**src/rtl/mult_operand_sequencer_if.sv**
```systemverilog
// Request/operand bus between the multiplier front end and the operand sequencer.
interface mult_operand_sequencer_if #(
  parameter int WIDTH_P = 32,
  parameter int OP_W    = WIDTH_P / 2
);
  logic               start;
  logic [OP_W-1:0]    multiplicand;
  logic [OP_W-1:0]    multiplier;
  logic               abort;
  logic               ready;
  logic               busy;
  logic               flush;
  logic               add_shift;
  logic [WIDTH_P-1:0] A;
  logic               done;

  modport master (
    output start, multiplicand, multiplier, abort,
    input  ready, busy, flush, add_shift, A, done
  );

  modport slave (
    input  start, multiplicand, multiplier, abort,
    output ready, busy, flush, add_shift, A, done
  );
endinterface

```
**src/rtl/mult_operand_sequencer.sv**
```systemverilog
// Operand/control stage feeding the shift-add accumulator: one gated partial product per RUN cycle.
// Optional SKIP_ZERO_EN: leave RUN early once no multiplier bits remain above the current step.
//
// state | meaning
// IDLE  | ready, waiting for start
// CLEAR | flush pulse to the accumulator
// RUN   | one partial product per cycle, step = multiplier bit index
// DONE  | done pulse, accumulator holds the final product
module mult_operand_sequencer #(
  parameter int WIDTH_P = 32,
  parameter int OP_W    = WIDTH_P / 2
) (
  input  logic                    clk,
  input  logic                    reset_n,
  mult_operand_sequencer_if.slave bus
);

  localparam int SW = (OP_W > 1) ? $clog2(OP_W) : 1;
  localparam logic [SW-1:0] LAST_STEP = SW'(OP_W - 1);

  typedef enum logic [1:0] {IDLE, CLEAR, RUN, DONE} state_t;

  state_t             state;
  logic [OP_W-1:0]    mcand;
  logic [OP_W-1:0]    mplier;
  logic [SW-1:0]      step;

  logic               ready_q;
  logic               busy_q;
  logic               flush_q;
  logic               add_shift_q;
  logic [WIDTH_P-1:0] a_q;
  logic               done_q;

  logic [SW-1:0]      step_nx;
  logic [WIDTH_P-1:0] mcand_ext;
  logic [WIDTH_P-1:0] a_first;
  logic [WIDTH_P-1:0] a_nx;
  logic               last_step;
  logic               skip_all;

  // Next-step operands come only from registers, so outputs never see inputs combinationally.
  assign step_nx   = step + SW'(1);
  assign mcand_ext = {{(WIDTH_P-OP_W){1'b0}}, mcand};
  assign a_first   = mplier[0] ? mcand_ext : '0;
  assign a_nx      = mplier[step_nx] ? (mcand_ext << step_nx) : '0;

`ifdef SKIP_ZERO_EN
  logic [OP_W-1:0] upper_bits;
  assign upper_bits = (mplier >> step) >> 1;
  assign last_step  = (step == LAST_STEP) || (upper_bits == '0);
  assign skip_all   = (mplier == '0);
`else
  assign last_step  = (step == LAST_STEP);
  assign skip_all   = 1'b0;
`endif

  always_ff @(posedge clk or negedge reset_n) begin
    if (!reset_n) begin
      state       <= IDLE;
      mcand       <= '0;
      mplier      <= '0;
      step        <= '0;
      ready_q     <= 1'b1;
      busy_q      <= 1'b0;
      flush_q     <= 1'b0;
      add_shift_q <= 1'b0;
      a_q         <= '0;
      done_q      <= 1'b0;
    end else begin
      flush_q <= 1'b0;
      done_q  <= 1'b0;
      case (state)
        IDLE: begin
          // abort outranks a same-cycle start
          if (bus.start && !bus.abort) begin
            mcand   <= bus.multiplicand;
            mplier  <= bus.multiplier;
            step    <= '0;
            state   <= CLEAR;
            ready_q <= 1'b0;
            busy_q  <= 1'b1;
            flush_q <= 1'b1;
          end
        end
        CLEAR: begin
          if (bus.abort) begin
            state   <= IDLE;
            ready_q <= 1'b1;
            busy_q  <= 1'b0;
            flush_q <= 1'b1;
          end else if (skip_all) begin
            state  <= DONE;
            done_q <= 1'b1;
          end else begin
            state       <= RUN;
            step        <= '0;
            add_shift_q <= mplier[0];
            a_q         <= a_first;
          end
        end
        RUN: begin
          if (bus.abort) begin
            state       <= IDLE;
            ready_q     <= 1'b1;
            busy_q      <= 1'b0;
            flush_q     <= 1'b1;
            add_shift_q <= 1'b0;
            a_q         <= '0;
          end else if (last_step) begin
            state       <= DONE;
            done_q      <= 1'b1;
            add_shift_q <= 1'b0;
            a_q         <= '0;
          end else begin
            step        <= step_nx;
            add_shift_q <= mplier[step_nx];
            a_q         <= a_nx;
          end
        end
        DONE: begin
          state   <= IDLE;
          ready_q <= 1'b1;
          busy_q  <= 1'b0;
        end
        default: begin
          state       <= IDLE;
          ready_q     <= 1'b1;
          busy_q      <= 1'b0;
          add_shift_q <= 1'b0;
          a_q         <= '0;
        end
      endcase
    end
  end

  assign bus.ready     = ready_q;
  assign bus.busy      = busy_q;
  assign bus.flush     = flush_q;
  assign bus.add_shift = add_shift_q;
  assign bus.A         = a_q;
  assign bus.done      = done_q;

endmodule

```
**src/flat_wrapper.sv**
```systemverilog
// flat-port wrapper written by rule: the top's interface ports become plain ports
module mult_operand_sequencer_flat 
#(
  parameter int WIDTH_P = 32,
  parameter int OP_W    = WIDTH_P / 2
)
  (clk, reset_n, bus_start, bus_multiplicand, bus_multiplier, bus_abort, bus_ready, bus_busy, bus_flush, bus_add_shift, bus_A, bus_done);
  mult_operand_sequencer_if #(.WIDTH_P(WIDTH_P), .OP_W(OP_W)) bus_i ();
  input  logic clk;
  input  logic reset_n;
  input wire logic [$bits(bus_i.start)-1:0] bus_start;
  input wire logic [$bits(bus_i.multiplicand)-1:0] bus_multiplicand;
  input wire logic [$bits(bus_i.multiplier)-1:0] bus_multiplier;
  input wire logic [$bits(bus_i.abort)-1:0] bus_abort;
  output wire logic [$bits(bus_i.ready)-1:0] bus_ready;
  output wire logic [$bits(bus_i.busy)-1:0] bus_busy;
  output wire logic [$bits(bus_i.flush)-1:0] bus_flush;
  output wire logic [$bits(bus_i.add_shift)-1:0] bus_add_shift;
  output wire logic [$bits(bus_i.A)-1:0] bus_A;
  output wire logic [$bits(bus_i.done)-1:0] bus_done;
  assign bus_i.start = bus_start;
  assign bus_i.multiplicand = bus_multiplicand;
  assign bus_i.multiplier = bus_multiplier;
  assign bus_i.abort = bus_abort;
  assign bus_ready = bus_i.ready;
  assign bus_busy = bus_i.busy;
  assign bus_flush = bus_i.flush;
  assign bus_add_shift = bus_i.add_shift;
  assign bus_A = bus_i.A;
  assign bus_done = bus_i.done;
  mult_operand_sequencer #(.WIDTH_P(WIDTH_P), .OP_W(OP_W)) u_core (.clk(clk), .reset_n(reset_n), .bus(bus_i));
endmodule
```
**config.mk**
```make
export PLATFORM = sky130hd
export DESIGN_NAME = mult_operand_sequencer_flat
export DESIGN_NICKNAME = d
export VERILOG_FILES = /design/src/rtl/mult_operand_sequencer_if.sv /design/src/rtl/mult_operand_sequencer.sv /design/src/flat_wrapper.sv
export SDC_FILE = /design/constraint.sdc
export NUM_CORES = 1
export LEC_CHECK = 0
export ABC_CLOCK_PERIOD_IN_PS = 6700
export CORE_UTILIZATION = 57
export DETAILED_ROUTE_END_ITERATION = 10
export GPL_ROUTABILITY_DRIVEN = 1
export PLACE_DENSITY = 0.88
export SKIP_CTS_REPAIR_TIMING = 1
export SLEW_MARGIN = 30
export SYNTH_ARGS = -nofsm -noshare
export SYNTH_HDL_FRONTEND = slang
export SYNTH_SLANG_ARGS = --single-unit
```
**constraint.sdc**
```tcl
create_clock -name clk -period 6.7 [get_ports clk]
set_clock_uncertainty 0.05 [all_clocks]
set_input_delay 1.34 -clock clk [delete_from_list [all_inputs] [get_ports clk]]
set_output_delay 1.34 -clock clk [all_outputs]
set_load 0.03 [all_outputs]
```
; Word level (Yosys, flattened, before mapping)
; Cells that the tools add are included.
[word_totals]
register_bits = 75
latchBits = 0
ram_bits = 0
mem_bits_ro = 0
input_bits = 36
out_inout_bits = 37
wordCells = 68
n_memories = 0
[op_classes]
n_addsub = 1
multipliers = 0
div = 0
n_lt_le_gt_ge = 1
eq_ne = 10
shifts = 1
n_mux = 34
bitwise_logic = 0
n_reduce_logical = 11
[ops]
columns = cell, n
row1 = 32-bit two-way mux, 4
row2 = 32-bit one-hot mux with 2 select lines, 1
row3 = 16-bit by 4-bit left shift with 32-bit output, 1
row4 = 16-bit two-way mux, 1
row5 = 4-bit two-way mux, 4
row6 = 1-bit two-way mux, 13
row7 = 4-bit one-hot mux with 3 select lines, 1
row8 = 2-bit two-way mux, 4
row9 = 2-bit one-hot mux with 4 select lines, 1
row10 = 2-bit AND reduction, 4
row11 = 2-bit inequality test (second input constant), 3
row12 = 1-bit one-hot mux with 3 select lines, 2
row13 = 4-bit by 5-bit less-than comparator with 1-bit output (second input constant), 1
row14 = 5-bit AND reduction, 1
row15 = 4-bit by 1-bit adder with 4-bit output (second input constant), 1
row16 = 1-bit binary-select mux with 4-bit select, 1
row17 = 2-bit == test (second input constant), 2
row18 = 4-bit == test (second input constant), 1
row19 = 2-bit by 1-bit inequality test with 1-bit output (second input constant), 2
row20 = 1-bit one-hot mux with 2 select lines, 2
row21 = 3-bit by 2-bit inequality test with 1-bit output (second input constant), 1
row22 = 3-bit nonzero test, 1
row23 = 2-bit by 1-bit == test with 1-bit output (second input constant), 1
row24 = 2-bit logical NOT, 1
row25 = 4 further kinds, 4

; Depth between registers and ports, before layout
[logic_depth]
depth_word = 7
depth_mapped = 9
ltp_nobuf = 7

; Worst setup path after synthesis
; OpenSTA, ideal clock, no wires.
[synth_timing]
kind = input to register
startpoint = in bus_abort
endpoint = reg u_core.a_q[10], in the netlist u_core.bus.A[10]
setup_time_ps = 82
arrival_time_ps = 2622
required_time_ps = 6568
slack_ps = 3946
path_stages = 7
n_path_buf = 2
cell_sequence = clkbuf_1 > nand2b_1 > nand2b_1 > a21oi_1 > a21oi_4 > buf_6 > o22ai_1
[synth_via]
elab_chain_cells = 2
word_cells_on_any_way = 4
classes_between = 1 x eq/ne / 2 x mux / 1 x reduce/logical
[synth_rtl]
columns = element, line_no
row1 = from (decl), flat_wrapper.sv:14  ; input wire logic [$bits(bus_i.abort)-1:0] bus_abort;
row2 = 32-bit two-way mux or 2-bit inequality test (tied branches), --
row3 = 32-bit one-hot mux with 2 select lines or 2-bit AND reduction (tied branches), --
row4 = to (signal assigned), mult_operand_sequencer.sv:99  ; a_q <= a_first;
row5 = to (signal assigned), mult_operand_sequencer.sv:118  ; a_q <= a_nx;
row6 = to (decl), mult_operand_sequencer.sv:32  ; logic [WIDTH_P-1:0] a_q;
; Several ways; a longest one is shown, not always the timed one.
; A chain may end at the register's enable or synchronous reset.

; Worst setup path after layout
[layout_timing]
startpoint = reg u_core.step[0]
endpoint = reg u_core.a_q[12], in the netlist u_core.bus.A[12]
[layout_via]
elab_chain_cells = 7
word_cells_on_any_way = 9
classes_between = 1 x add/sub / 1 x eq/ne / 1 x shift / 6 x mux
[layout_rtl]
columns = element, line_no
row1 = from (decl), mult_operand_sequencer.sv:26  ; logic [SW-1:0] step;
row2 = from (signal assigned), mult_operand_sequencer.sv:116  ; step <= step_nx;
row3 = 4-bit by 1-bit adder with 4-bit output, mult_operand_sequencer.sv:43  ; assign step_nx = step + SW'(1);
row4 = 1-bit binary-select mux with 4-bit select, mult_operand_sequencer.sv:46  ; assign a_nx = mplier[step_nx] ? (mcand_ext << step_nx) : '0;
row5 = 1-bit two-way mux (implied by the code), mult_operand_sequencer.sv:46
row6 = 32-bit two-way mux, mult_operand_sequencer.sv:46
row7 = 32-bit two-way mux *, mult_operand_sequencer.sv:110  ; end else if (last_step) begin
row8 = 32-bit two-way mux *, mult_operand_sequencer.sv:103  ; if (bus.abort) begin
row9 = 32-bit one-hot mux with 2 select lines *, mult_operand_sequencer.sv:73  ; case (state)
; Every way passes the cells marked *; elsewhere a longest branch is shown, timed or not. The select of a mux whose other input is x is not followed.

==> results.yml <==
drt:
  drtPass1Iterations: 4
  avgViaCountPerCell: 6.21
  wire_per_inst_um: 18.9
  antenna_left: 0
  first_iter_violations: 262
  finalWirelength_mm: 9.55
  drc: 0
  dr_total_vias: 3137
floorplanning:
  rows: 30
  core_um2: 6760
  initial_core_util_pct: 58.9
  dieArea_um2: 7310
  die_y_um: 85.5
  dieWidth_um: 85.5
  ios: 73
cells_and_area:
  drive_gt1_share_pct: 20.2
  antennaDiodeCount: 0
  fin_area_um2: 4960
  n_fill_cell: 479
  finish.utilization_pct: 73.5
  syn_to_final_growth_pct: 24.8
  finalNetCount: 462
  finalNonFillerCells: 505
setup_path:
  crit_fanout: 29
  worstSetupStartpointType: "flop"
  cp.required_ns: 6.87
  arrival_ns: 3.34
  endpoint_kind: "flop"
  critical_path_class: "reg -> reg"
cts:
  cts_max_path_buffers: 2
  numCtsBuffers: 9
  cts.sink_count: 74
  htree_levels: 3
  insertion_delay_ns: 0.35
  cts_root_buffer: "clkbuf_8"
  cts_tree: "done"
  clk_pin_slew_worst_paths_ns: 0.08
pwr:
  powerDensity_nw_per_um2: 480
  p_leak_uw: 0.00201
  p_total_uw: 2380
  ir_drop_mv: 0.274
placed_design:
  hpwl_mm: 6.61
  placement.io_buffers: 71
  placed_cells: 490
  finalWeightedCongestion: 0.902
  place_area_um2: 4720
timing:
  slew_viol_final: 0
  max_freq_ghz: 0.315
  tightest_slew_ns: 0.904
  fin_tns_setup_ns: 0
  grt_setup_unrepaired: "no"
  fin_crit_sh_pct: 47.3
  slew_headroom_pct: 39.6
  setup-violations-final: 0
  hold_viol: 0
  post-route-min-period_ns: 3.17
logic_synthesis:
  ys_ff_latch: 74
  synth_area_leader_cell: "dfrtp_1"
  syn_area_per_cell_um2: 11.1
  ys_warn_count: 0
  ys.flop_type: "dfrtp_1"
  synth-async-reset-ratio_pct: 100
  synthCells: 358
  synth_top_area_share_pct: 45.9
  synth_edf_count: 0
  ys_seq_area_share_pct: 46.6
  syn_nets: 399
  yosysUniqueCellTypes: 44
  netlist_area_um2: 3980
  synthTopCellsByArea: "dfrtp_1, mux2_2, mux4_2"
global_routing:
  grt-ovfl-total: 0
  track_usage_pct: 28.7
  grt_max_degree: 75
  grt_pass1_vias: 3210
  antenna_found_initial: 0
  grt_pass1_wl_mm: 16.0
run_status:
  outcome: "finished clean"
hold_path:
  hp-class: "reg -> reg"
flow_run:
  maxCapViolations: 0
[critical path: stages (launching register included)]
cell     delay (ns)
dfrtp_2        0.80
ha_1           0.45
xor2_2         0.16
buf_4          0.33
mux4_2         0.37
o211a_4        0.28
a21oi_4        0.41
o22ai_1        0.18
[registers in the layout, indices dropped and copies added, names as in the netlist, 2 cells and up]
signal         cells
u_core.mplier     16
u_core.mcand      16
u_core.bus.A      31
u_core.step        4
u_core.state       2
[path summary, 6_finish.rpt]
check / startpoint / end / slack [ns] / depth (start not counted)
min in group asynchronous: reset_n / u_core.bus.add_shift / 1.02 / 2
hold / removal: u_core.bus.A[19] / u_core.bus.A[19] / 0.44 / 2
setup reg to reg: u_core.step[0] / u_core.bus.A[12] / 3.53 / 7
hold reg to reg: u_core.bus.A[19] / u_core.bus.A[19] / 0.44 / 2
max in group asynchronous: reset_n / u_core.step[0] / 5.07 / 2
setup / recovery: u_core.step[0] / u_core.bus.A[12] / 3.53 / 7
[metrics by stage]
step | hold slack [ns] | worst slack, ns
finish | 0.442 | 3.53
global route | 0.463 | 3.36
CTS | 0.447 | 3.56
detailed placement | 0.429 | 3.18
global placement | 0.419 | 3.31
floorplan | 0.424 | 3.95
[synthesized netlist by cell type, drive strengths merged, types with 5 or more instances]
library cell,n
nor2,26
nor3,7
nand2,33
mux2i,15
nand3,7
o21ai,18
mux2,38
ha,5
clkbuf,13
mux4,16
o22ai,11
dfrtp,73
a21oi,32
buf,13
inv,6
[cells by family after synthesis]
logic type               share of synthesized area, %
AND/OR/NAND/NOR                                  10.3
AO/OA/AOI/OAI                                    13.1
flip-flops                                       46.6
multiplexers                                     23.6
buffers and inverters                            3.71
adder cells (fa/ha/maj)                          1.57
XOR/XNOR                                         1.07
other                                          0.0943
[report_power, final]
part           switching, µW  internal, µW
combinational            608           544
clock                    162           255
sequential               196           617
[placed cells by master, fill, tap and decap left out, types with 7 or more instances in the layout]
cell,netlist,routed
clkbuf_8,0,10
nor2_1,26,26
a21oi_1,31,31
clkdlybuf4s50_1,0,70
mux4_2,16,16
nand3_1,7,7
mux2_2,38,38
o21ai_1,14,14
dfrtp_1,73,72
mux2i_1,15,15
nand2_1,33,33
o22ai_1,11,11
[final cells by class]
class / count / area, µm² / area share (%)
clock buffers: 10 / 138 / 2.77
repair buffers: 78 / 762 / 15.4
inverters: 6 / 22.5 / 0.454
clock inverters: 5 / 103 / 2.07
multi-input cells: 252 / 1980 / 40.0
well taps: 80 / 100 / 2.02
flip-flops and latches: 74 / 1850 / 37.4
[routing by layer]
layer | global-route usage (%) | vias up | routed length, µm | share of wire (%)
li1 | - | 1433 | - | -
met1 | 37.7 | 1539 | 3920 | 41
met2 | 48.1 | 141 | 4830 | 51
met3 | 5.68 | 24 | 551 | 5.8
met4 | 9.85 | 0 | 253 | 2.6
met5 | 0 | - | 0 | 0
(Power assumes the default switching activity.)
